<file path="config.mk">
export PLATFORM = sky130hd
export DESIGN_NAME = pmem_arbiter
export DESIGN_NICKNAME = d
export VERILOG_FILES = /design/src/rtl/pmem_arbiter.sv
export SDC_FILE = /design/constraint.sdc
export NUM_CORES = 1
export LEC_CHECK = 0
export ABC_AREA = 0
export BUFFER_PORTS_ARGS = -buffer_cell sky130_fd_sc_hd__buf_2
export CAP_MARGIN = 5
export CORE_AREA = 2 2 388 390
export CTS_CLUSTER_DIAMETER = 120
export CTS_CLUSTER_SIZE = 16
export DETAILED_ROUTE_END_ITERATION = 6
export DIE_AREA = 0 0 390 392
export PLACE_DENSITY = 0.39
export SLEW_MARGIN = 20
export SYNTH_ARGS = -nofsm -noshare
export SYNTH_HDL_FRONTEND = slang
export SYNTH_SLANG_ARGS = --single-unit
</file>
<file path="constraint.sdc">
create_clock -name clk -period 5.2 [get_ports clk]
set_input_delay 1.56 -clock clk [delete_from_list [all_inputs] [get_ports clk]]
set_output_delay 1.56 -clock clk [all_outputs]
set_load 0.005 [all_outputs]
</file>
<file path="src/rtl/pmem_arbiter.sv">
// pmem_arbiter: arbitrates between the L1 icache and the L1 dcache for one
// burst-mode physical memory port. Only one line transaction runs at a time.
// Read bursts are gathered beat by beat into a line buffer. Write lines are
// sent out of the same buffer, one beat at a time.
module pmem_arbiter #(
    parameter int BURST_LEN        = 4,
    parameter int CACHE_LINE_WIDTH = 256,
    parameter int ADDR_WIDTH       = 32,
    localparam int BURST_WIDTH     = CACHE_LINE_WIDTH / BURST_LEN
) (
    input  logic                        clk,
    input  logic                        rst,
    input  logic                        i_read,
    input  logic [ADDR_WIDTH-1:0]       i_addr,
    output logic [CACHE_LINE_WIDTH-1:0] i_rdata,
    output logic                        i_resp,
    input  logic                        d_read,
    input  logic                        d_write,
    input  logic [ADDR_WIDTH-1:0]       d_addr,
    input  logic [CACHE_LINE_WIDTH-1:0] d_wdata,
    output logic [CACHE_LINE_WIDTH-1:0] d_rdata,
    output logic                        d_resp,
    output logic                        pmem_read,
    output logic                        pmem_write,
    output logic [ADDR_WIDTH-1:0]       pmem_addr,
    output logic [BURST_WIDTH-1:0]      pmem_wdata,
    input  logic [BURST_WIDTH-1:0]      pmem_rdata,
    input  logic                        pmem_resp,
    input  logic                        pmem_error,
    output logic                        err
);

    localparam int BEAT_W      = (BURST_LEN > 1) ? $clog2(BURST_LEN) : 1;
    localparam int OFFSET_BITS = $clog2(CACHE_LINE_WIDTH / 8);
    localparam logic [BEAT_W-1:0]     LAST_BEAT = BEAT_W'(BURST_LEN - 1);
    localparam logic [ADDR_WIDTH-1:0] ADDR_MASK = {ADDR_WIDTH{1'b1}} << OFFSET_BITS;

    typedef enum logic [2:0] {
        IDLE    = 3'd0,
        I_READ  = 3'd1,
        D_READ  = 3'd2,
        D_WRITE = 3'd3,
        RESP    = 3'd4
    } state_t;

    // Encodes which requester won the most recent grant.
    localparam logic GRANT_ICACHE = 1'b0;
    localparam logic GRANT_DCACHE = 1'b1;

    state_t                      state_r;
    state_t                      next_s;
    logic                        last_grant_r;
    logic [BEAT_W-1:0]           beat_r;
    logic [CACHE_LINE_WIDTH-1:0] buffer_r;
    logic [ADDR_WIDTH-1:0]       addr_r;
    logic                        pmem_read_r;
    logic                        pmem_write_r;
    logic                        i_resp_r;
    logic                        d_resp_r;
    logic                        err_r;

    logic                        grant_i_s;
    logic                        grant_d_s;
    logic                        in_xfer_s;
    logic                        final_beat_s;
    logic                        d_req_s;

    assign d_req_s = d_read | d_write;

    // Arbitration and next-state selection. RESP never arbitrates, so the
    // pmem strobes are low for at least one cycle between transactions.
    always_comb begin
        next_s       = state_r;
        grant_i_s    = 1'b0;
        grant_d_s    = 1'b0;
        in_xfer_s    = 1'b0;
        final_beat_s = 1'b0;
        case (state_r)
            IDLE: begin
                if (i_read && d_req_s) begin
                    if (last_grant_r == GRANT_DCACHE) begin
                        grant_i_s = 1'b1;
                    end else begin
                        grant_d_s = 1'b1;
                    end
                end else if (i_read) begin
                    grant_i_s = 1'b1;
                end else if (d_req_s) begin
                    grant_d_s = 1'b1;
                end else begin
                    grant_i_s = 1'b0;
                end
                if (grant_i_s) begin
                    next_s = I_READ;
                end else if (grant_d_s) begin
                    // A simultaneous read and write from the dcache is a write.
                    next_s = d_write ? D_WRITE : D_READ;
                end else begin
                    next_s = IDLE;
                end
            end
            I_READ, D_READ, D_WRITE: begin
                in_xfer_s    = 1'b1;
                final_beat_s = pmem_resp && (beat_r == LAST_BEAT);
                if (final_beat_s) begin
                    next_s = RESP;
                end else begin
                    next_s = state_r;
                end
            end
            RESP: begin
                next_s = IDLE;
            end
            default: begin
                next_s = IDLE;
            end
        endcase
    end

    // State, grant bookkeeping, burst datapath, response pulses and sticky error.
    always_ff @(posedge clk) begin
        if (rst) begin
            state_r      <= IDLE;
            last_grant_r <= GRANT_DCACHE;
            beat_r       <= '0;
            buffer_r     <= '0;
            addr_r       <= '0;
            pmem_read_r  <= 1'b0;
            pmem_write_r <= 1'b0;
            i_resp_r     <= 1'b0;
            d_resp_r     <= 1'b0;
            err_r        <= 1'b0;
        end else begin
            state_r  <= next_s;
            i_resp_r <= 1'b0;
            d_resp_r <= 1'b0;
            if (pmem_error || (d_read && d_write)) begin
                err_r <= 1'b1;
            end
            if (grant_i_s || grant_d_s) begin
                last_grant_r <= grant_i_s ? GRANT_ICACHE : GRANT_DCACHE;
                addr_r       <= (grant_i_s ? i_addr : d_addr) & ADDR_MASK;
                beat_r       <= '0;
                pmem_read_r  <= grant_i_s || !d_write;
                pmem_write_r <= grant_d_s && d_write;
                if (grant_d_s && d_write) begin
                    buffer_r <= d_wdata;
                end
            end else if (in_xfer_s && pmem_resp) begin
                beat_r <= beat_r + BEAT_W'(1);
                if (state_r != D_WRITE) begin
                    buffer_r[BURST_WIDTH*beat_r +: BURST_WIDTH] <= pmem_rdata;
                end
                if (final_beat_s) begin
                    pmem_read_r  <= 1'b0;
                    pmem_write_r <= 1'b0;
                    i_resp_r     <= (last_grant_r == GRANT_ICACHE);
                    d_resp_r     <= (last_grant_r == GRANT_DCACHE);
                end
            end
        end
    end

    assign pmem_read  = pmem_read_r;
    assign pmem_write = pmem_write_r;
    assign pmem_addr  = addr_r;
    // The write beat follows the counter, so beat 0 is on the bus before the first pmem_resp.
    assign pmem_wdata = buffer_r[BURST_WIDTH*beat_r +: BURST_WIDTH];
    assign i_rdata    = buffer_r;
    assign d_rdata    = buffer_r;
    assign i_resp     = i_resp_r;
    assign d_resp     = d_resp_r;
    assign err        = err_r;

endmodule
</file>
==> results.sh <==
export IMPL_nets=3801
export IMPL_clock_sinks=294
export IMPL_setup_viol=0
export IMPL_arrival_ns=2.66
export IMPL_overflow=0
export IMPL_area_delta_synth_final_pct=22.0
export IMPL_drive_above_1_share_pct=41.2
export IMPL_pwr_share_comb_pct=46.6
export IMPL_grt_pass1_wl_um=190000
export IMPL_root_buffer="clkbuf_16"
export IMPL_ant_nets=0
export IMPL_cts_buffer_depth=3
export IMPL_slew_viol_final=0
export IMPL_switching_power_mw=5.34
export IMPL_grt_max_degree=153
export IMPL_synth_cells=2933
export IMPL_cts_tree="built"
export IMPL_ys_ff_latch=294
export IMPL_fin_tns_setup_ns=0
export IMPL_cts_inserted_buffers=25
export IMPL_core_area_um2=149000
export IMPL_multi_input_area_um2=14700
export IMPL_vias_per_cell=4.88
export IMPL_grt_antenna_before_repair=38
export IMPL_required_ns=3.64
export IMPL_wl_per_cell_um=25.4
export IMPL_dieArea_um2=153000
export IMPL_synth_cell_area_um2=25000
export IMPL_post_route_period_util_pct=81.1
export IMPL_pwr_share_clk_pct=17.9
export IMPL_power_sequential_fraction_pct=35.5
export IMPL_dieHeight_um=392
export IMPL_ys_seq_area_share_pct=23.5
export IMPL_rr_worst_depth=6
export IMPL_hp_class="reg2reg"
export IMPL_leakage_nw=13.3
export IMPL_holdWs_ns=0.481
export IMPL_relSlewSlack_pct=24.6
export IMPL_ys_types=43
export IMPL_powerDensity_nw_per_um2=380
export IMPL_startpoint_type="flop"
export IMPL_grtUsageTotal_pct=16.7
export IMPL_setup_ws_ns=0.984
export IMPL_internal_power_mw=6.25
export IMPL_critPathMaxFanout=23
export IMPL_clk_transition_reported_paths_ns=0.08
export IMPL_gp_congestion=0.798
export IMPL_via_count=26200
export IMPL_htreeDepth=1
export IMPL_switching_share_pct=46.1
export IMPL_cp_end_kind="output pin"
export IMPL_cts_setup_buffers=0
export IMPL_hold_depth=2
export IMPL_worstMarginPinSlew_ns=1.13
export IMPL_dpl_hpwl_um=94900
export IMPL_insertion_delay_ns=0.62
export IMPL_final_min_clock_period_ns=4.22
export IMPL_ios=1004
export IMPL_drv_cap=0
export IMPL_routed_wl_um=136000
export IMPL_avgSynthCellArea_um2=8.53
export IMPL_rsz0062_at_grt="no"
export IMPL_hold_buffers=0
export IMPL_yosys_warnings=0
export IMPL_status="finished clean"
export IMPL_final_common_cell="buf_2"
export IMPL_initial_core_util_pct=16.8
export IMPL_fill_cells=16600
export IMPL_layout_common_cells="buf_2, nand2_1, dfxtp_1, nor3_1, inv_1"
export IMPL_clock_fmax_ghz=0.237
export IMPL_grt_pass1_vias=25200
export IMPL_drc=0
export IMPL_worstSetupPathType="reg2out"
export IMPL_die_width_um=390
export IMPL_portBuffers=988
export IMPL_std_cell_rows=142
export IMPL_regArea_um2=5890
export IMPL_ir_drop_v=0.000248
export IMPL_hold_violations=0
export IMPL_cts_resized=0
export IMPL_skew_ns=0.0415
export IMPL_initialDrtViolationCount=1488
export IMPL_pre_cts_slack_ns=1.42
export IMPL_drtPass1Iterations=7
through the flow:
| step | cells | power, mW | instance area (um^2) | util, % |
|---|---|---|---|---|
| after floorplan | 2937 | 7.33 | 25000 | - |
| after global placement | 5321 | 9.58 | 29700 | 20.0 |
| after detailed placement | 5321 | 9.61 | 29700 | 20.0 |
| after CTS | 5357 | 11.8 | 30500 | 20.5 |
| after global routing | 5366 | 12.3 | 30500 | 20.5 |
| final | 5372 | 11.6 | 30500 | 20.5 |
kinds of logic after synthesis:
kind of cell             synth area share, %
adder cells (fa/ha/maj)                0.300
multiplexers                            5.80
flip-flops                              23.5
buffers and inverters                   18.3
XOR/XNOR                              0.0701
AND/OR/NAND/NOR                         17.6
AO/OA/AOI/OAI                           34.4
other                                 0.0150
power by group through the flow:
stage | registers (mW) | clock network [mW] | logic [mW]
final | 4.12 | 2.08 | 5.40
after global routing | 4.21 | 2.24 | 5.87
after CTS | 4.14 | 2.19 | 5.44
after detailed placement | 4.19 | 0 | 5.42
after global placement | 4.16 | 0 | 5.42
after floorplan | 3.65 | 0 | 3.67
flip-flops by register name (all words and copies together) (netlist names), 2 cells and up:
register,cells
pmem_addr,27
beat_r,2
d_rdata,256
state_r,3
synth_stat cells:
cell type / count / area [um^2]
o211ai_2: 241 / 3020
a2111o_1: 256 / 2880
nand2_1: 316 / 1190
nor4bb_1: 3 / 30.0
and4b_1: 1 / 10.0
a211oi_1: 1 / 7.51
a221o_1: 1 / 10.0
and3_4: 1 / 11.3
nand3b_1: 1 / 7.51
nand4_1: 256 / 1600
nor3_2: 1 / 10.0
o211ai_1: 16 / 120
and3_1: 2 / 12.5
inv_1: 259 / 972
a32o_1: 4 / 40.0
nand3_1: 8 / 40.0
clkbuf_1: 216 / 811
nor3_1: 260 / 1300
or3_1: 1 / 6.26
buf_1: 12 / 45.0
conb_1: 1 / 3.75
and2_1: 2 / 12.5
o211a_1: 1 / 10.0
o21a_1: 1 / 7.51
and3b_1: 1 / 8.76
buf_2: 85 / 425
nor2b_1: 1 / 6.26
a211o_1: 257 / 2250
dfxtp_1: 294 / 5890
a21oi_1: 3 / 15.0
ha_1: 6 / 75.1
mux2i_1: 1 / 10.0
xnor2_1: 2 / 17.5
or2_1: 1 / 6.26
nor2_1: 33 / 124
buf_4: 261 / 1960
a2bb2oi_1: 1 / 8.76
a311oi_1: 27 / 236
inv_2: 1 / 3.75
buf_6: 31 / 349
nor3_4: 1 / 16.3
mux4_2: 64 / 1440
nand2b_1: 2 / 12.5
cell type report:
type	instances	area share (%)
Sequential cell	294	19.3
Clock inverter	8	0.320
Antenna cell	15	0.123
Inverter	260	3.20
Clock buffer	28	2.15
Multi-Input combinational cell	1778	48.2
Timing Repair Buffer	1045	18.7
Tap cell	1944	7.97
worst max-delay path, stage by stage, from the launching register on:
cell     delay (ns)
dfxtp_4        0.73
buf_4          0.38
mux4_2         0.66
buf_2          0.20
worst paths after layout:
path,start,end,slack [ns]
worst max-delay path,beat_r[0],pmem_wdata[24],0.98
worst min-delay path,err,err,0.48
worst max register to register,beat_r[1],d_rdata[102],1.86
worst min register to register,err,err,0.48
layer usage:
metal  part of all wire [%]  up-vias  GRT usage [%]
li1                       -    11900              -
met1                     42    13100           21.1
met2                     48      975           28.0
met3                    6.9      190           3.54
met4                    3.0       36           5.38
met5                   0.17        -              0
Power figures use the tool's default switching activity.
